==> config.mk <==
export PLATFORM = sky130hd
export DESIGN_NAME = bridge_unpack
export DESIGN_NICKNAME = d
export VERILOG_FILES = /design/src/rtl/bridge_pkg.sv /design/src/rtl/bridge_unpack.sv
export SDC_FILE = /design/constraint.sdc
export NUM_CORES = 1
export LEC_CHECK = 0
export BUFFER_PORTS_ARGS = -buffer_cell sky130_fd_sc_hd__buf_4
export CORE_MARGIN = 2
export CORE_UTILIZATION = 40
export DETAILED_ROUTE_END_ITERATION = 8
export PLACE_DENSITY_LB_ADDON = 0.2
export SETUP_SLACK_MARGIN = 0.1
export SLEW_MARGIN = 20
export SYNTH_ARGS = -nofsm -noshare
export SYNTH_HDL_FRONTEND = slang
export SYNTH_SLANG_ARGS = --single-unit
==> constraint.sdc <==
create_clock -name clk -period 3.1 [get_ports clk]
set_clock_uncertainty 0.05 [all_clocks]
set_input_delay 0.93 -clock clk [delete_from_list [all_inputs] [get_ports clk]]
set_output_delay 0.93 -clock clk [all_outputs]
set_load 0.1 [all_outputs]
==> src/rtl/bridge_pkg.sv <==
// Shared constants for the pack/unpack bridge pair.
// DEF_M / DEF_N are the default word and chunk widths agreed with the
// upstream packing stage. cnt_width() sizes a counter that must hold
// every value from 0 to the given bit count inclusive.
package bridge_pkg;

  localparam int DEF_M = 32;
  localparam int DEF_N = 8;

  function automatic int cnt_width(input int bits);
    return $clog2(bits + 1);
  endfunction

endpackage

==> src/rtl/bridge_unpack.sv <==
// bridge_unpack: splits a stream of M-bit words into N-bit chunks, MSB first.
// M need not be a multiple of N. A word flagged with last_i closes a packet.
// A final partial chunk is zero padded at the bottom and flagged with last_o.
//
// Ports
//   clk     rising-edge clock
//   rst     synchronous active-high reset
//   vld_i   din valid
//   din     input word (M bits, MSB earliest)
//   last_i  din is the final word of a packet (qualified by vld_i)
//   rdy_o   block accepts din this cycle
//   vld_o   dout holds a chunk
//   dout    output chunk (N bits, MSB earliest)
//   last_o  dout is the final chunk of a packet (qualified by vld_o)
//   rdy_i   downstream accepts dout this cycle
//
// Handshake: a word transfers on a cycle where vld_i && rdy_o. A chunk
// transfers on a cycle where vld_o && rdy_i. Both may happen in one cycle.
// rdy_o and vld_o depend only on registers (rdy_o is also gated by rst).
// Neither has a path from vld_i or rdy_i. Once vld_o is high, dout and
// last_o hold until the chunk is taken.
module bridge_unpack
  import bridge_pkg::*;
#(
  parameter int M = DEF_M,
  parameter int N = DEF_N
) (
  input  logic         clk,
  input  logic         rst,
  input  logic         vld_i,
  input  logic [M-1:0] din,
  input  logic         last_i,
  output logic         rdy_o,
  output logic         vld_o,
  output logic [N-1:0] dout,
  output logic         last_o,
  input  logic         rdy_i
);

  // Worst case fill: accept at cnt = 2N-1, then add a full word.
  localparam int B         = M + 2 * N - 1;
  localparam int CNT_WIDTH = cnt_width(B);

  // Left-aligned bit buffer. Bits below the fill level are always zero.
  // This invariant gives the zero padding of dout. It also lets a push
  // simply OR the new word into place.
  logic [B-1:0]         bits_q;
  logic [CNT_WIDTH-1:0] cnt_q;
  logic                 tail_q;

  logic                 push;
  logic                 pop;
  logic [CNT_WIDTH-1:0] pop_amt;
  logic [CNT_WIDTH-1:0] cnt_after_pop;
  logic [B-1:0]         bits_after_pop;
  logic [B-1:0]         din_aligned;

  assign rdy_o  = !rst && !tail_q && (cnt_q < CNT_WIDTH'(2 * N));
  assign vld_o  = (cnt_q >= CNT_WIDTH'(N)) || (tail_q && (cnt_q != '0));
  assign last_o = tail_q && (cnt_q <= CNT_WIDTH'(N));
  assign dout   = bits_q[B-1 -: N];

  assign push = vld_i && rdy_o;
  assign pop  = vld_o && rdy_i;

  // A same-cycle pop is applied first. The incoming word then lands
  // directly under whatever bits remain.
  always_comb begin
    pop_amt        = (cnt_q >= CNT_WIDTH'(N)) ? CNT_WIDTH'(N) : cnt_q;
    bits_after_pop = bits_q;
    cnt_after_pop  = cnt_q;
    if (pop) begin
      bits_after_pop = bits_q << pop_amt;
      cnt_after_pop  = cnt_q - pop_amt;
    end
    din_aligned = {din, {(B - M){1'b0}}};
  end

  always_ff @(posedge clk) begin
    if (rst) begin
      bits_q <= '0;
      cnt_q  <= '0;
      tail_q <= 1'b0;
    end else begin
      if (push) begin
        bits_q <= bits_after_pop | (din_aligned >> cnt_after_pop);
        cnt_q  <= cnt_after_pop + CNT_WIDTH'(M);
      end else begin
        bits_q <= bits_after_pop;
        cnt_q  <= cnt_after_pop;
      end
      // Push with tail set is impossible (rdy_o is low).
      // The last pop needs tail set. So the two branches never meet.
      if (pop && last_o) begin
        tail_q <= 1'b0;
      end else if (push && last_i) begin
        tail_q <= 1'b1;
      end
    end
  end

endmodule

==> results of run 1 <==
-- power by group through the flow --
| stage | clock network (W) | logic (W) | registers [W] |
|---|---|---|---|
| floorplan | 0 | 0.00116 | 0.000881 |
| CTS | 0.000613 | 0.00183 | 0.000910 |
| detailed placement | 0 | 0.00174 | 0.000926 |
| global placement | 0 | 0.00173 | 0.000926 |
| global route | 0.000638 | 0.00209 | 0.000928 |
| finish | 0.000612 | 0.00197 | 0.000918 |
-- cell type report --
| class | instances | area (um2) |
|---|---|---|
| clock buffers | 5 | 125.1 |
| clock inverters | 3 | 28.78 |
| fillers | 1338 | 6638 |
| inverters | 4 | 15.01 |
| multi-input cells | 638 | 5329 |
| flip-flops and latches | 54 | 1082 |
| well taps | 188 | 235.2 |
| repair buffers | 195 | 1693 |
-- registers in the layout, indices dropped and copies added (netlist names) --
register / flops
tail_q: 1
bits_q: 47
cnt_q: 6
-- placed cells by master (no fill, tap or decap), types with 5 or more instances in the layout --
cell type | Yosys | final
a222oi_1 | 6 | 6
o211ai_1 | 7 | 7
buf_4 | 15 | 173
a21oi_1 | 58 | 50
clkbuf_16 | 0 | 6
o21ai_0 | 44 | 37
buf_12 | 1 | 11
dfxtp_1 | 54 | 53
nand2b_1 | 6 | 5
mux2i_1 | 181 | 129
mux2_2 | 8 | 5
mux4_2 | 7 | 7
a21oi_2 | 0 | 8
buf_6 | 4 | 7
nand2_2 | 0 | 5
o22ai_1 | 8 | 8
nand3_1 | 14 | 11
nand2_1 | 93 | 87
o21ai_1 | 3 | 6
a221oi_2 | 1 | 5
a211oi_1 | 15 | 14
a22oi_1 | 30 | 23
a31oi_1 | 8 | 6
a22oi_2 | 1 | 8
and2_1 | 5 | 5
nor2_1 | 60 | 57
nor3_1 | 8 | 7
mux2i_2 | 1 | 29
mux2i_4 | 3 | 27
-- worst register-to-register path, stage by stage (launching register included) --
cell,delay (ns)
dfxtp_1,0.32
buf_4,0.17
or4b_2,0.73
buf_12,0.24
mux4_2,0.51
mux2i_1,0.16
o21ai_1,0.15
a22oi_1,0.22
nor2_1,0.07
a221o_1,0.28
-- through the flow --
stage,utilization [%],TNS [ns]
floorplan,-,-1.389
global placement,49.83,-8.653
detailed placement,49.83,-9.833
CTS,53.56,0
global route,56.18,-1.488
finish,56.18,-0.02507
-- cell families after synthesis --
kind of cell               count (synthesis)
AOI/OAI and AO/OA                        227
and+or+nand+nor                          208
muxes                                    200
buffers and inverters                     86
DFF                                       54
adders and majority gates                  1
other                                      1
xor gates and xnor gates                   1
-- repair_timing --
action | in CTS | in global routing
cloned | 2 | 1
endpoints found under the setup margin | 28 | 42
setup buffers | 14 | 2
hold buffers | 0 | 0
gates resized for setup | 59 | 69
pin swaps | 14 | 20
-- layer usage --
metal,GRT usage [%],part of all wire [%]
met1,38.14,43
met2,44.87,46
met3,4.241,7.1
met4,11.76,3.9
met5,0,0
-- final timing paths --
| path | slack, ns | depth (start not counted) | end |
|---|---|---|---|
| max | -0.02 | 13 | bits_q[5] |
| min | 0.46 | 2 | bits_q[36] |
| max reg2reg | 0.11 | 9 | bits_q[18] |
| min reg2reg | 0.46 | 2 | bits_q[36] |
==> qor.txt, run 1 <==
Status: finished with violations
Violated checks: setup timing
Initial antenna violation count: 0
Most common cell in the netlist: mux2i_1
Switching Share: 44.53%
CP max-delay cell: or3b_4
GPL Wtd Cong: 0.9817
Share of layout cells above drive strength 1: 37.82%
Share of total power in the clock network: 17.5%
P_leak: 3.784 nW
MaxCap Viol Count: 0
Post-synth top cells: mux2i_1, nand2_1, nor2_1, a21oi_1, dfxtp_1
Xor-xnor portion of the synthesized cell area: 0.1415%
Fin. max-slew vios: 0
Placed insts: 1,060
Buf+Inv Stages, Crit Path: 5
WL/cell: 21.72 um
PnR Total Power: 0.003499 W
CTS Buf Count: 5
DR iter-0 viols: 713
Initial DRT Pass Iterations: 5
Cell family with most CP delay: compound AO/OA/AOI/OAI gates
Core area: 15,150 um2
Req. time, crit path: 3.20 ns
Io pins: 48
Period utilization: 100.7%
Ys async rst share: 0%
Ys flop type: dfxtp_1
Post-Layout Inst Area: 8508 um2
Sequential cell fraction of total power: 26.2%
Internal Power: 0.001941 W
Post-synthesis mux area share: 34.59%
Area after DPL: 7547 um2
Hold Fails Final Rpt: 0
Overall Global Routing Usage: 28.15%
Routed Antenna Nets: 0
Clock Latency Late Sink: 0.30 ns
Vias in the first global route: 6,669
Post-synth top area cell: mux2i_1
Sequential-to-total area share from yosys stat: 17.47%
Largest stage delay, worst path: 0.40 ns
DRT Wirelength: 23,610 um
Die area: 16,480 um2
Kind of end point of the critical path: flip-flop
Psw: 0.001558 W
Vias per cell: 6.237
Largest family of logic cells by synthesized area: multiplexers
Final std cells w/o fill: 1,087
Post-Syn Nets: 816
Synth-to-Final Area Change: 37.48%
Clk sink count: 54
Post-synthesis cell type count: 72
Adder-Cell Fraction of Synth Area: 0.2022%
Effective utilization at floorplan: 40.86%
Setup violators final: 2
Crit path time final: 3.121 ns
CP startpoint kind: input port
Post-Synth Simple-Gate Area: 14.88%
Post-synth EDFFs: 0
Comb power frac: 56.3%
CTS tree: yes
Slew margin rel.: 56.00%
N_diodes: 0
Number of H-tree levels: 2
HP Class: reg -> reg
Worst Setup SP: rdy_i
Largest net degree at the start of global routing: 55
Die X: 128.4 um
Crit path cell chain: buf_6 > or3b_4 > o21ai_4 > buf_6 > buf_12 > buf_6 > mux2i_4 > mux2i_1 > buf_4 > a22o_1 > a211o_1 > a21oi_2 > a211oi_1
Cells after synthesis: 778
Yosys warnings: 0
Top cell type's share of synthesized area: 29.28%
CTS clk-pin slew, worst paths: 0.08 ns
Hold WS: 0.4621 ns
Rows: 45
Layout Nets: 936
Setup WS pre-CTS: -0.3467 ns
Die Span Y: 128.4 um
WS Path Type: in -> reg
Maximum VDD drop: 0.2482 mV
CP arrival: 3.22 ns
Post-route DRC: 0
Via Count: 6,780
Worst-margin pin slew: 0.6599 ns
First-pass GRT wire length: 36,710 um
Post-detail-place hpwl: 17,580 um
Worst path most repeated cell: buf_6
Cell area power density: 411.3 nW/um2
Syn avg cell area: 7.954 um2
Reg-to-Reg Start: cnt_q[5]
Clock tree buffer depth: 2
Compound-Gate Fraction of Synth Area: 25.09%
Final setup margin: -0.02073 ns
Clk root buf: clkbuf_16
GRT Residual Overflow: 0
Post-Syn Area: 6188 um2
Synth top area cells: mux2i_1, dfxtp_1, nand2_1
Hold Path Origin: bits_q[36]
FF+latch count, synth: 54
IO Port Bufs: 47
Max Freq: 320.4 MHz
Critical path fanouts, max: 7
Unrepaired setup endpoints after global routing: yes
Power figures use the tool's default switching activity.
==> run 2, diff against run 1 <==
Settings changed: CORE_MARGIN 2 to 10.
==> run 2 against run 1 <==
  * The flow now finishes without violations
  * Sequential power rose by 1%
  * Worst hold slack got worse by 0.019 ns
  * Die area rose by 26%
  * Core utilization decreased by 1.3 points
  * Wire length shrank 0.45%
  * Clock-buffer cell count stayed put
  * Largest cell class unchanged
  * Highest routed layer unchanged
==> qor.txt, run 2 (synthesis gave the netlist of run 1 again) <==
Status: completed
DRT Wirelength: 23,510 um
Reg-to-reg endpoint: bits_q[29]
WL/cell: 21.95 um
Clock tree buffer depth: 2
Critical path fanouts, max: 12
DR iter-0 viols: 924
Crit path time final: 3.030 ns
PnR Total Power: 0.003501 W
N_diodes: 0
Hold Fails Final Rpt: 0
Buf+Inv Stages, Crit Path: 5
Die Span Y: 144.4 um
Cell area power density: 419.3 nW/um2
CTS clk-pin slew, worst paths: 0.09 ns
First-pass GRT wire length: 36,470 um
Worst path most repeated cell: buf_4
Kind of end point of the critical path: flip-flop
CP startpoint kind: input port
Hold path depth: 2
FF+latch area: 1085 um2
Layout Nets: 920
Cell family with most CP delay: compound AO/OA/AOI/OAI gates
MaxCap Viol Count: 0
Via Count: 6,749
R2R depth: 11
Reg-to-Reg Start: cnt_q[4]
Commonest non-fill, non-tap cell in the layout: buf_4
Initial antenna violation count: 0
Post-route DRC: 0
Fillcell total: 1,390
GRT Residual Overflow: 0
GR Util met3: 3.116%
Clk root buf: clkbuf_16
CP arrival: 3.18 ns
Rows: 45
Most frequent cells in the layout: buf_4, mux2i_1, nand2_1
CTS Buf Count: 5
Biggest regs: bits_q (47), cnt_q (6), tail_q (1)
Clock Latency Late Sink: 0.31 ns
Most flop-heavy register: bits_q
Overall Global Routing Usage: 21.81%
Area of the multi-input gates: 5308 um2
Io pins: 48
Fin. max-slew vios: 0
Share of layout cells above drive strength 1: 37.15%
Met1 usage: 29.44%
Worst Setup SP: rdy_i
IO Port Bufs: 47
Crit path cell chain: buf_6 > or3b_4 > o21ai_4 > buf_12 > buf_4 > mux2i_4 > buf_4 > mux2i_2 > buf_4 > a22oi_2 > nand2_2 > a221o_1
Unrepaired setup endpoints after global routing: yes
Max Freq: 330.0 MHz
Initial DRT Pass Iterations: 6
GPL Wtd Cong: 0.9982
HP Class: reg -> reg
Worst-margin pin slew: 0.6191 ns
Effective utilization at floorplan: 40.71%
Hold buffers post-CTS: 0
Slew margin rel.: 58.73%
P_leak: 3.692 nW
Routed Antenna Nets: 0
Synth-to-Final Area Change: 34.92%
Setup crit end: bits_q[18]
Maximum VDD drop: 0.2086 mV
Largest net degree at the start of global routing: 55
Busiest grt layer: met2
Die area: 20,850 um2
Max reg flops: 47
Clk sink count: 54
Hold WS: 0.4434 ns
Largest stage delay, worst path: 0.39 ns
Number of H-tree levels: 2
Req. time, crit path: 3.25 ns
Period utilization: 97.74%
WS Path Type: in -> reg
Post-detail-place hpwl: 17,670 um
Vias in the first global route: 6,693
Stages on the worst setup path: 12
Setup violators final: 0
Flop2flop setup slack: 0.15 ns
Core area: 15,200 um2
Vias per cell: 6.302
CTS tree: yes
Routing usage on met2: 34.77%
Die X: 144.4 um
CP max-delay cell: or3b_4
run 2: through the flow:
| stage | instances | TNS, ns | instance area (um2) | utilization, % | worst slack [ns] |
|---|---|---|---|---|---|
| after floorplan | 778 | -1.389 | 6364 | - | -0.1155 |
| after global placement | 1051 | -7.689 | 7505 | 49.37 | -0.3489 |
| after detailed placement | 1051 | -9.564 | 7505 | 49.37 | -0.4129 |
| after CTS | 1062 | 0 | 7805 | 51.34 | 0.07925 |
| after global routing | 1071 | -0.03984 | 8349 | 54.92 | -0.03188 |
| final | 1071 | 0 | 8349 | 54.92 | 0.07006 |
run 2: timing repair:
action | CTS | global route
gates cloned | 1 | 1
endpoints found under the setup margin | 34 | 42
pin swaps | 4 | 16
buffers inserted | 2 | 8
gates resized for setup | 26 | 102
run 2: worst min-delay path by stage:
stage,start,endpoint
finish,bits_q[36],bits_q[36]
global route,bits_q[36],bits_q[36]
global placement,bits_q[36],bits_q[36]
detailed placement,bits_q[36],bits_q[36]
floorplan,bits_q[36],bits_q[36]
CTS,bits_q[36],bits_q[36]
run 2: area by class of cell:
cell class,instances,share of cell area (%)
inverter,4,0.1798
timing repair buffer,179,18.60
clock buffer,5,1.499
multi-input combinational,638,63.57
clock inverter,3,0.3447
sequential,54,12.99
tap,188,2.817
run 2: metal layers:
metal / share of wire, % / up-vias / wire length (um)
li1: - / 3125 / -
met1: 43 / 3269 / 10220
met2: 46 / 304 / 10850
met3: 6.9 / 51 / 1628
met4: 3.4 / 0 / 810
met5: 0 / - / 0
run 2: worst reg2reg max path: cells and delay by family, from the launching register on:
family                 cells  cell delay (ns)
flip-flops                 1             0.35
buffers and inverters      3             0.51
AND/OR/NAND/NOR            1             0.10
AO/OA/AOI/OAI              6             1.65
multiplexers               1             0.18
run 2: where the power goes:
group          switching (W)  internal [W]  leakage, nW
registers           0.000136      0.000792        0.443
logic                0.00112      0.000823         3.17
clock network       0.000315      0.000310       0.0759
total                0.00158       0.00192         3.69
